<file path="src/rtl/wb_ram_ctrl_if.sv">
// Wishbone B3 signal bundle between an interconnect master and wb_ram_ctrl.
interface wb_ram_ctrl_if #(
  parameter int aw = 10
);
  logic [aw-1:0] wb_adr_i;
  logic [31:0]   wb_dat_i;
  logic [3:0]    wb_sel_i;
  logic          wb_we_i;
  logic          wb_cyc_i;
  logic          wb_stb_i;
  logic [2:0]    wb_cti_i;
  logic [1:0]    wb_bte_i;
  logic          wb_ack_o;
  logic [31:0]   wb_dat_o;

  modport master (
    output wb_adr_i, wb_dat_i, wb_sel_i, wb_we_i, wb_cyc_i, wb_stb_i, wb_cti_i, wb_bte_i,
    input  wb_ack_o, wb_dat_o
  );

  modport slave (
    input  wb_adr_i, wb_dat_i, wb_sel_i, wb_we_i, wb_cyc_i, wb_stb_i, wb_cti_i, wb_bte_i,
    output wb_ack_o, wb_dat_o
  );
endinterface

</file>
<file path="src/rtl/wb_ram_ctrl.sv">
// Wishbone B3 slave in front of a 32-bit single-port-style RAM with 1-cycle registered read.
// Supports classic and incrementing bursts; byte-lane writes are done by read-modify-write.
module wb_ram_ctrl #(
  parameter int depth = 256,
  parameter int aw    = $clog2(depth) + 2
) (
  input  logic          wb_clk_i,
  input  logic          wb_rst_n_i,
  wb_ram_ctrl_if.slave  wb,
  output logic          ram_we,
  output logic [aw-3:0] ram_waddr,
  output logic [31:0]   ram_din,
  output logic [aw-3:0] ram_raddr,
  input  logic [31:0]   ram_dout
);
  localparam int waw = aw - 2;

  typedef enum logic [2:0] {IDLE, RD, WR, RMW, BURST} state_t;

  state_t         state_reg;
  logic           ack_reg;
  logic           we_reg;
  logic           burst_reg;
  logic [waw-1:0] addr_reg;
  logic [waw-1:0] mask_reg;
  logic [31:0]    dat_reg;
  logic [3:0]     sel_reg;

  logic           bus_live;
  logic           req;
  logic           full_sel;
  logic           part_beat;
  logic           cti_incr;
  logic [waw-1:0] adr_word;
  logic [waw-1:0] next_addr;
  logic [waw-1:0] bte_mask;
  logic [31:0]    merged;
  logic           unused_adr_lsb;

  assign bus_live       = wb.wb_cyc_i & wb.wb_stb_i;
  assign req            = bus_live & ~wb.wb_ack_o;
  assign full_sel       = (wb.wb_sel_i == 4'hF);
  assign cti_incr       = (wb.wb_cti_i == 3'b010);
  assign adr_word       = wb.wb_adr_i[aw-1:2];
  assign unused_adr_lsb = ^wb.wb_adr_i[1:0];

  // A partial-sel beat inside a write burst must not be acked until its merge is written.
  assign part_beat   = (state_reg == BURST) & we_reg & ~full_sel;
  assign wb.wb_ack_o = ack_reg & bus_live & ~part_beat;
  assign wb.wb_dat_o = ram_dout;

  always_comb begin
    bte_mask = '1;
    case (wb.wb_bte_i)
      2'b01:   begin bte_mask = '0; bte_mask[3:0] = 4'h3; end
      2'b10:   begin bte_mask = '0; bte_mask[3:0] = 4'h7; end
      2'b11:   begin bte_mask = '0; bte_mask[3:0] = 4'hF; end
      default: bte_mask = '1;
    endcase
  end

  // Wrapping bursts only advance the masked low bits; linear bursts roll over at depth.
  assign next_addr = (addr_reg & ~mask_reg) | ((addr_reg + 1'b1) & mask_reg);

  for (genvar gi = 0; gi < 4; gi++) begin : g_lane
    assign merged[8*gi +: 8] = sel_reg[gi] ? dat_reg[8*gi +: 8] : ram_dout[8*gi +: 8];
  end

  // Write bursts look at the beat in flight so a partial beat can start its merge read at once.
  always_comb begin
    ram_raddr = addr_reg;
    if (state_reg == IDLE)
      ram_raddr = adr_word;
    else if (state_reg == BURST && !we_reg)
      ram_raddr = next_addr;
  end

  always_ff @(posedge wb_clk_i or negedge wb_rst_n_i) begin
    if (!wb_rst_n_i) begin
      state_reg <= IDLE;
      ack_reg   <= 1'b0;
      we_reg    <= 1'b0;
      burst_reg <= 1'b0;
      addr_reg  <= '0;
      mask_reg  <= '1;
      dat_reg   <= '0;
      sel_reg   <= '0;
      ram_we    <= 1'b0;
      ram_waddr <= '0;
      ram_din   <= '0;
    end else begin
      ram_we <= 1'b0;
      case (state_reg)
        IDLE: begin
          ack_reg <= 1'b0;
          // Hold off one cycle while the last burst beat is still being written.
          if (req && !ram_we) begin
            addr_reg  <= adr_word;
            mask_reg  <= bte_mask;
            we_reg    <= wb.wb_we_i;
            burst_reg <= cti_incr;
            dat_reg   <= wb.wb_dat_i;
            sel_reg   <= wb.wb_sel_i;
            if (!wb.wb_we_i) begin
              ack_reg   <= 1'b1;
              state_reg <= cti_incr ? BURST : RD;
            end else if (!full_sel) begin
              state_reg <= RMW;
            end else if (cti_incr) begin
              ack_reg   <= 1'b1;
              state_reg <= BURST;
            end else begin
              ram_we    <= 1'b1;
              ram_waddr <= adr_word;
              ram_din   <= wb.wb_dat_i;
              ack_reg   <= 1'b1;
              state_reg <= WR;
            end
          end
        end
        RD: begin
          ack_reg   <= 1'b0;
          state_reg <= IDLE;
        end
        RMW: begin
          if (bus_live) begin
            ram_we    <= 1'b1;
            ram_waddr <= addr_reg;
            ram_din   <= merged;
            ack_reg   <= 1'b1;
            state_reg <= WR;
          end else begin
            ack_reg   <= 1'b0;
            state_reg <= IDLE;
          end
        end
        WR: begin
          if (burst_reg && bus_live && cti_incr) begin
            addr_reg  <= next_addr;
            ack_reg   <= 1'b1;
            state_reg <= BURST;
          end else begin
            ack_reg   <= 1'b0;
            state_reg <= IDLE;
          end
        end
        BURST: begin
          if (!bus_live) begin
            ack_reg   <= 1'b0;
            state_reg <= IDLE;
          end else if (we_reg && !full_sel) begin
            dat_reg   <= wb.wb_dat_i;
            sel_reg   <= wb.wb_sel_i;
            ack_reg   <= 1'b0;
            state_reg <= RMW;
          end else begin
            if (we_reg) begin
              ram_we    <= 1'b1;
              ram_waddr <= addr_reg;
              ram_din   <= wb.wb_dat_i;
            end
            if (cti_incr) begin
              addr_reg <= next_addr;
            end else begin
              ack_reg   <= 1'b0;
              state_reg <= IDLE;
            end
          end
        end
        default: begin
          ack_reg   <= 1'b0;
          state_reg <= IDLE;
        end
      endcase
    end
  end
endmodule

</file>
<file path="src/flat_wrapper.sv">
// flat-port wrapper written by rule: the top's interface ports become plain ports
module wb_ram_ctrl_flat 
#(
  parameter int depth = 256,
  parameter int aw    = $clog2(depth) + 2
)
  (wb_clk_i, wb_rst_n_i, ram_we, ram_waddr, ram_din, ram_raddr, ram_dout, wb_wb_adr_i, wb_wb_dat_i, wb_wb_sel_i, wb_wb_we_i, wb_wb_cyc_i, wb_wb_stb_i, wb_wb_cti_i, wb_wb_bte_i, wb_wb_ack_o, wb_wb_dat_o);
  wb_ram_ctrl_if #(.aw(aw)) wb_i ();
  input  logic wb_clk_i;
  input  logic wb_rst_n_i;
  output logic ram_we;
  output logic [aw-3:0] ram_waddr;
  output logic [31:0] ram_din;
  output logic [aw-3:0] ram_raddr;
  input  logic [31:0] ram_dout;
  input wire logic [$bits(wb_i.wb_adr_i)-1:0] wb_wb_adr_i;
  input wire logic [$bits(wb_i.wb_dat_i)-1:0] wb_wb_dat_i;
  input wire logic [$bits(wb_i.wb_sel_i)-1:0] wb_wb_sel_i;
  input wire logic [$bits(wb_i.wb_we_i)-1:0] wb_wb_we_i;
  input wire logic [$bits(wb_i.wb_cyc_i)-1:0] wb_wb_cyc_i;
  input wire logic [$bits(wb_i.wb_stb_i)-1:0] wb_wb_stb_i;
  input wire logic [$bits(wb_i.wb_cti_i)-1:0] wb_wb_cti_i;
  input wire logic [$bits(wb_i.wb_bte_i)-1:0] wb_wb_bte_i;
  output wire logic [$bits(wb_i.wb_ack_o)-1:0] wb_wb_ack_o;
  output wire logic [$bits(wb_i.wb_dat_o)-1:0] wb_wb_dat_o;
  assign wb_i.wb_adr_i = wb_wb_adr_i;
  assign wb_i.wb_dat_i = wb_wb_dat_i;
  assign wb_i.wb_sel_i = wb_wb_sel_i;
  assign wb_i.wb_we_i = wb_wb_we_i;
  assign wb_i.wb_cyc_i = wb_wb_cyc_i;
  assign wb_i.wb_stb_i = wb_wb_stb_i;
  assign wb_i.wb_cti_i = wb_wb_cti_i;
  assign wb_i.wb_bte_i = wb_wb_bte_i;
  assign wb_wb_ack_o = wb_i.wb_ack_o;
  assign wb_wb_dat_o = wb_i.wb_dat_o;
  wb_ram_ctrl #(.depth(depth), .aw(aw)) u_core (.wb_clk_i(wb_clk_i), .wb_rst_n_i(wb_rst_n_i), .wb(wb_i), .ram_we(ram_we), .ram_waddr(ram_waddr), .ram_din(ram_din), .ram_raddr(ram_raddr), .ram_dout(ram_dout));
endmodule
</file>
<file path="config.mk">
export PLATFORM = sky130hd
export DESIGN_NAME = wb_ram_ctrl_flat
export DESIGN_NICKNAME = d
export VERILOG_FILES = /design/src/rtl/wb_ram_ctrl_if.sv /design/src/rtl/wb_ram_ctrl.sv /design/src/flat_wrapper.sv
export SDC_FILE = /design/constraint.sdc
export NUM_CORES = 1
export LEC_CHECK = 0
export ABC_CLOCK_PERIOD_IN_PS = 6400
export BUFFER_PORTS_ARGS = -buffer_cell sky130_fd_sc_hd__clkbuf_2
export CAP_MARGIN = 10
export CORE_UTILIZATION = 25
export DETAILED_ROUTE_END_ITERATION = 6
export PLACE_DENSITY = 0.5
export SYNTH_ARGS = -nofsm -noshare
export SYNTH_HDL_FRONTEND = slang
export SYNTH_SLANG_ARGS = --single-unit
export TNS_END_PERCENT = 20
</file>
<file path="constraint.sdc">
create_clock -name wb_clk_i -period 6.4 [get_ports wb_clk_i]
set_clock_uncertainty 0.05 [all_clocks]
set_input_delay 0.32 -clock wb_clk_i [delete_from_list [all_inputs] [get_ports wb_clk_i]]
set_output_delay 0.32 -clock wb_clk_i [all_outputs]
set_load 0.02 [all_outputs]
</file>
======== Yosys cells after proc, flatten, opt, wreduce, memory -nomap -nowiden ========
Index checks and enable logic that the tools add are counted.
word-level totals
  flip-flop bits (word level) ............. 99
  bits in latches ......................... 0
  memory bits (writable) .................. 0
  ROM bits ................................ 0
  output and inout bits ................... 82
  memories kept ........................... 0
cells by class
  add/sub/neg operators ................... 1
  multiply operators ...................... 0
  divide/modulo/power cells ............... 0
  magnitude comparators ................... 0
  eq/ne operators ......................... 20
  shift-type cells ........................ 0
  muxes and demuxes ....................... 67
  bitwise gates (word level) .............. 13
  reductions and logical operators ........ 17
operators with widths
  cell                                                                      count
  32-bit two-way mux                                                        11
  8-bit two-way mux                                                         19
  32-bit case mux with 3 select lines                                       1
  8-bit case mux with 3 select lines                                        3
  32-bit case mux with 2 select lines                                       1
  3-bit two-way mux                                                         9
  8-bit AND                                                                 2
  1-bit two-way mux                                                         15
  4-bit two-way mux                                                         3
  2-bit by 1-bit inequality test with 1-bit output (second input constant)  6
  3-bit case mux with 4 select lines                                        1
  2-bit inequality test (second input constant)                             5
  3-bit by 2-bit equality test with 1-bit output (second input constant)    3
  9-bit AND reduction                                                       1
  8-bit by 1-bit adder with 8-bit output (second input constant)            1
  8-bit NOT                                                                 1
  8-bit OR                                                                  1
  4-bit case mux with 2 select lines                                        1
  1-bit AND                                                                 6
  6-bit AND reduction                                                       1
  3-bit nonzero test                                                        2
  1-bit logical AND                                                         5
  2-bit equality test (second input constant)                               2
  4-bit equality test (second input constant)                               1
  12 further kinds                                                          17

======== Longest topological paths before layout ========
  word-level depth ........................ 10
  gate-level depth with buffers ........... 7
  mapped depth without buffers ............ 5

======== Least setup slack after synthesis ========
OpenSTA, ideal clock, no wires.
  path kind ............................... register -> output
  start point ............................. reg u_core.state_reg[0]
  end point ............................... out ram_raddr[4]
  arrival ................................. 1874 ps
  required time ........................... 6030 ps
  path slack .............................. 4156 ps
  cell stages (with the launch flop) ...... 7
  cell sequence ........................... dfrtp_1 buf_2 or4b_1 clkbuf_1 nor2_1 xnor2_1 o21ai_0
between the ends
  cells in the longest elaborated chain, start to end .. 4
  elaborated cells between the ends (all ways) .. 5
  classes of those cells .................. eq/ne: 1; mux: 2; reduce/logical: 2
ends and longest elaborated chain
  element                   RTL line            source
  start: declaration        wb_ram_ctrl.sv:20   state_t state_reg;
  start signal: assignment  wb_ram_ctrl.sv:106  state_reg <= cti_incr ? BURST : RD;
  3-bit equality test       wb_ram_ctrl.sv:74   else if (state_reg == BURST && !we_reg)
  1-bit logical AND         wb_ram_ctrl.sv:74
  8-bit two-way mux         wb_ram_ctrl.sv:74
  8-bit two-way mux *       wb_ram_ctrl.sv:72   if (state_reg == IDLE)
  end: declaration          flat_wrapper.sv:14  output logic [aw-3:0] ram_raddr;
Mark *: on every way between the ends. The rest lies on a longest branch, timed or not.

======== Worst setup path in the final report ========
  start point ............................. reg u_core.state_reg[1]
  end point ............................... reg u_core.ram_waddr[4]
between the ends
  cells in the longest elaborated chain, start to end .. 10
  elaborated cells between the ends (all ways) .. 21
  classes of those cells .................. eq/ne: 10; mux: 1; bitwise: 6; reduce/logical: 4
ends and longest elaborated chain
  element                          RTL line                              source
  3-bit equality test              wb_ram_ctrl.sv:48, wb_ram_ctrl.sv:93
  1-bit AND (2 in series)          wb_ram_ctrl.sv:48                     assign part_beat = (state_reg == BURST) & we_reg & ~full_sel;
  1-bit NOT                        wb_ram_ctrl.sv:49                     assign wb.wb_ack_o = ack_reg & bus_live & ~part_beat;
  1-bit AND                        wb_ram_ctrl.sv:49
  1-bit NOT                        wb_ram_ctrl.sv:41                     assign req = bus_live & ~wb.wb_ack_o;
  1-bit AND                        wb_ram_ctrl.sv:41
  1-bit logical AND                wb_ram_ctrl.sv:97                     if (req && !ram_we) begin
  2-bit inequality test (no line)  --
  9-bit AND reduction (no line)    --
  end signal: assignment           wb_ram_ctrl.sv:114                    ram_waddr <= adr_word;
  end signal: assignment           wb_ram_ctrl.sv:128                    ram_waddr <= addr_reg;
  end signal: assignment           wb_ram_ctrl.sv:159                    ram_waddr <= addr_reg;
  end: declaration                 wb_ram_ctrl.sv:11                     output logic [aw-3:0] ram_waddr,
Several ways; a longest one is shown, not always the timed one.
A chain may end at the register's enable or synchronous reset.

==> results.md <==
Status:
- The flow ran to the end, and the final reports show no timing, DRC or antenna violations.

CTS:
- The number of setup buffers added after CTS is 0.
- Buffers inserted during clock tree synthesis total 9.
- The clock insertion delay at the later pin of the skew report is 0.35 ns.
- The clock transition at the registers of the reported paths is 0.07 ns.
- TritonCTS built the clock tree.
- The tree is rooted in a sky130_fd_sc_hd__clkbuf_16.
- The H-tree was split into 3 levels.
- The worst-case clock buffer depth is 2.
- Gates resized during post-CTS repair numbered 0.
- Buffers inserted to repair hold after CTS numbered 1.
- The tree built by TritonCTS fans out to 94 sinks.

Worst setup path:
- The worst setup path is launched from a flop.
- The kind of critical path is reg -> reg.
- The startpoint identified for the worst register-to-register timing path is u_core.state_reg[1].
- STA puts the critical path data arrival time at roughly 3.2 ns.
- The flop-to-flop setup slack is 3.35 ns.
- The worst reg2reg path endpoint is u_core.ram_waddr[4].
- Along the worst path, the maximum fanout reaches 27.
- The endpoint kind of the worst setup timing path is a flop.
- Counting cells, the worst reg-to-reg path comes to 5.
- The data required time of the critical path is 6.59 ns.

Worst hold path:
- The startpoint identified for the worst hold timing path is wb_wb_dat_i[17].
- The worst hold path depth is 2.
- The worst hold path belongs to the class in -> reg.
- The end point of the worst hold path is u_core.dat_reg[17].

STA:
- The worst pin sits at a relative slew slack of 0.256.
- The final hold slack is 0.149 ns.
- Of the available clock period, the critical path in the final layout requires 0.477.
- The total setup violations reported at the end of the flow is 0.
- Counting I/O delays and the setup requirement, the final critical path takes 3.05 ns.
- The number of failing hold endpoints at the final stage is 0.
- Summed over all failing endpoints, the final setup total negative slack is 0 ns.
- Setup repair after global routing left no endpoint under its margin.
- Timing would allow up to about 0.33 GHz.
- The slew at the pin closest to its max-slew limit is 1.11 ns.
- The final max-slew violation count came to 0.

Pwr:
- The cell-internal power is 1700 uW.
- In this run the power density over the cells is 434 nW/um2.
- The total net switching power is 1110 uW.
- IR analysis of the VDD net gives a maximum drop of 0.000159 V.
- Of the total power, the share spent switching nets is 0.396.
- The sequential cell fraction of total power is 0.398.
- Of the total power, combinational logic draws 0.392.
- The leakage power is approximately 0.0031 uW.
- The share of power burned in the clock network is 0.210.

Global route:
- The number of antenna violations at the first check in global routing was 0.
- The overall routing resource usage is 0.127.
- For this run the aggregate overflow at the end of global routing stands at 0.
- The pin count of the biggest net entering global routing is 51.
- The via count of the first global-routing pass is 4018.
- The global-route wire length before repair is 21500 um.

Floorplan:
- The region available for standard cell placement spans 20500 um2.
- The initialized floorplan defines 52 standard-cell rows.
- For this configuration, the core starts out at a cell density of 0.259.
- The die covers 21800 um2.
- The floorplan step set the die width to 148 um.
- The vertical die dimension is 148 um.
- In this run the count of I/O pins placed on the die edge is 170.

Yosys:
- For this run, the register share of the synthesized area comes to 0.444.
- Dividing the synthesized area by the synthesized cell count gives about 10 um2.
- The fraction of registers with async set/reset is 1.00.
- The total nets after synthesis is 599.
- The primary flip-flop cell chosen by synthesis mapping is sky130_fd_sc_hd__dfrtp_1.
- Counting flops and latches in the post-synthesis netlist gives 94.
- For this run, the number of Yosys warnings is 0.
- In this run, synthesis inferred 0 flip-flops with an integrated enable.
- The instance count of the mapped netlist is 508.
- In this run the cell area of the synthesized design comes to around 5300 um2.
- The number of distinct standard cells referenced by the synthesized netlist is 51.

Finish:
- The layout filler cell count is 2148.
- The number of antenna diodes in the final layout is 0.
- The top cell types in the final layout, fill and taps aside, are sky130_fd_sc_hd__clkbuf_2, sky130_fd_sc_hd__dfrtp_1, sky130_fd_sc_hd__mux2i_1.
- In the final layout, the multi-input gates occupy 2440 um2.
- The final layout contains 722 nets.
- Of the cells placed in the final design, the portion with a size suffix greater than 1 is 0.340.
- Registers take 2360 um2.
- Relative to the synthesized area, the layout overhead comes to 22.2%.
- The commonest non-fill, non-tap cell in the layout is sky130_fd_sc_hd__clkbuf_2.

Drt:
- The vias after detailed routing is 4048.
- Once detail routing completed, the nets flagged for antenna violations numbered 0.
- The average wire per standard cell is between 10 and 15 um.
- For this block, the routed nets add up to around 13000 um of wire.
- For this run, design rule violations remaining after detail routing come to 0.
- In this run, the number of DRC markers left after iteration 0 of detailed routing was 86.
- Dividing the detail-routed via count by the number of cells gives 4.47.
- For this run, the detailed router's first-pass iteration total came to 4.

Flow run:
- Max-cap violations in this run came to 0.

Place:
- Routability-driven placement finished with a final weighted congestion of 0.794.
- After legalization and detailed placement, the total HPWL measured between 9000 and 10000 um.
- During placement, the flow inserted port buffers numbering 167.
-- routing by layer --
metal,wire (um),track usage,part of all wire
met5,0,0,0
met4,204,0.0495,0.015
met1,6410,0.165,0.48
met3,856,0.0343,0.064
met2,5850,0.200,0.44
-- critical path, cell delays in order (launching register included) --
cell                       delay [ns]
sky130_fd_sc_hd__dfrtp_1         0.57
sky130_fd_sc_hd__nand3b_1        0.82
sky130_fd_sc_hd__a21boi_1        0.42
sky130_fd_sc_hd__a221oi_4        0.25
sky130_fd_sc_hd__buf_4           0.43
sky130_fd_sc_hd__mux2_2          0.38
-- Yosys cell counts, types with 4 or more instances --
| cell type | instances | area (um2) |
|---|---|---|
| sky130_fd_sc_hd__buf_1 | 4 | 15.0 |
| sky130_fd_sc_hd__nor2_1 | 42 | 158 |
| sky130_fd_sc_hd__xnor2_1 | 7 | 61.3 |
| sky130_fd_sc_hd__nand3_1 | 7 | 35.0 |
| sky130_fd_sc_hd__mux2_2 | 20 | 225 |
| sky130_fd_sc_hd__o211ai_1 | 4 | 30.0 |
| sky130_fd_sc_hd__nand4_1 | 7 | 43.8 |
| sky130_fd_sc_hd__mux2i_1 | 69 | 691 |
| sky130_fd_sc_hd__dfrtp_1 | 91 | 2280 |
| sky130_fd_sc_hd__a21oi_1 | 40 | 200 |
| sky130_fd_sc_hd__clkbuf_1 | 16 | 60.1 |
| sky130_fd_sc_hd__o21ai_1 | 4 | 20.0 |
| sky130_fd_sc_hd__nand2_1 | 20 | 75.1 |
| sky130_fd_sc_hd__mux2_1 | 36 | 405 |
| sky130_fd_sc_hd__buf_4 | 39 | 293 |
| sky130_fd_sc_hd__o21ai_0 | 9 | 45.0 |
| sky130_fd_sc_hd__inv_1 | 37 | 139 |
-- cells by family after synthesis --
logic type,after synthesis,synth area share
fa+ha+maj,3,0.00707
mux,125,0.249
simple gates,96,0.0865
buf+inv,100,0.0990
compound gates,82,0.101
flops,94,0.444
xor+xnor,8,0.0132
-- final cells by class --
class                           instances  share of cell area
Tap cell                              270              0.0521
Sequential cell                        94               0.363
Clock buffer                           11              0.0359
Clock inverter                          5              0.0129
Inverter                               38              0.0220
Multi-Input combinational cell        314               0.376
Timing Repair Buffer                  174               0.138
-- power by group through the flow --
stage	sequential (uW)	clock, uW	combinational (uW)
detailed placement	1130	0	1120
global route	1170	630	1220
global placement	1130	0	1100
finish	1120	592	1100
CTS	1120	612	1120
floorplan	1130	0	761
-- stage by stage --
stage / cell area, um2 / worst slack, ns / instances / total power (uW) / utilization
floorplan: 5310 / 4.16 / 508 / 1890 / -
global placement: 6160 / 3.28 / 889 / 2240 / 0.300
detailed placement: 6160 / 3.22 / 889 / 2250 / 0.300
CTS: 6480 / 3.23 / 906 / 2860 / 0.316
global route: 6480 / 3.04 / 906 / 3010 / 0.316
finish: 6480 / 3.35 / 906 / 2810 / 0.316
-- worst max path at each step --
stage                                endpoint  slack, ns                start
final                     u_core.ram_waddr[4]       3.35  u_core.state_reg[1]
after global routing      u_core.ram_waddr[2]       3.04  u_core.state_reg[1]
after CTS                 u_core.ram_waddr[2]       3.23  u_core.state_reg[1]
after detailed placement  u_core.ram_waddr[4]       3.22  u_core.state_reg[1]
after global placement    u_core.ram_waddr[2]       3.28  u_core.state_reg[1]
after floorplan                  ram_raddr[4]       4.16  u_core.state_reg[0]
Power figures use the tool's default switching activity.
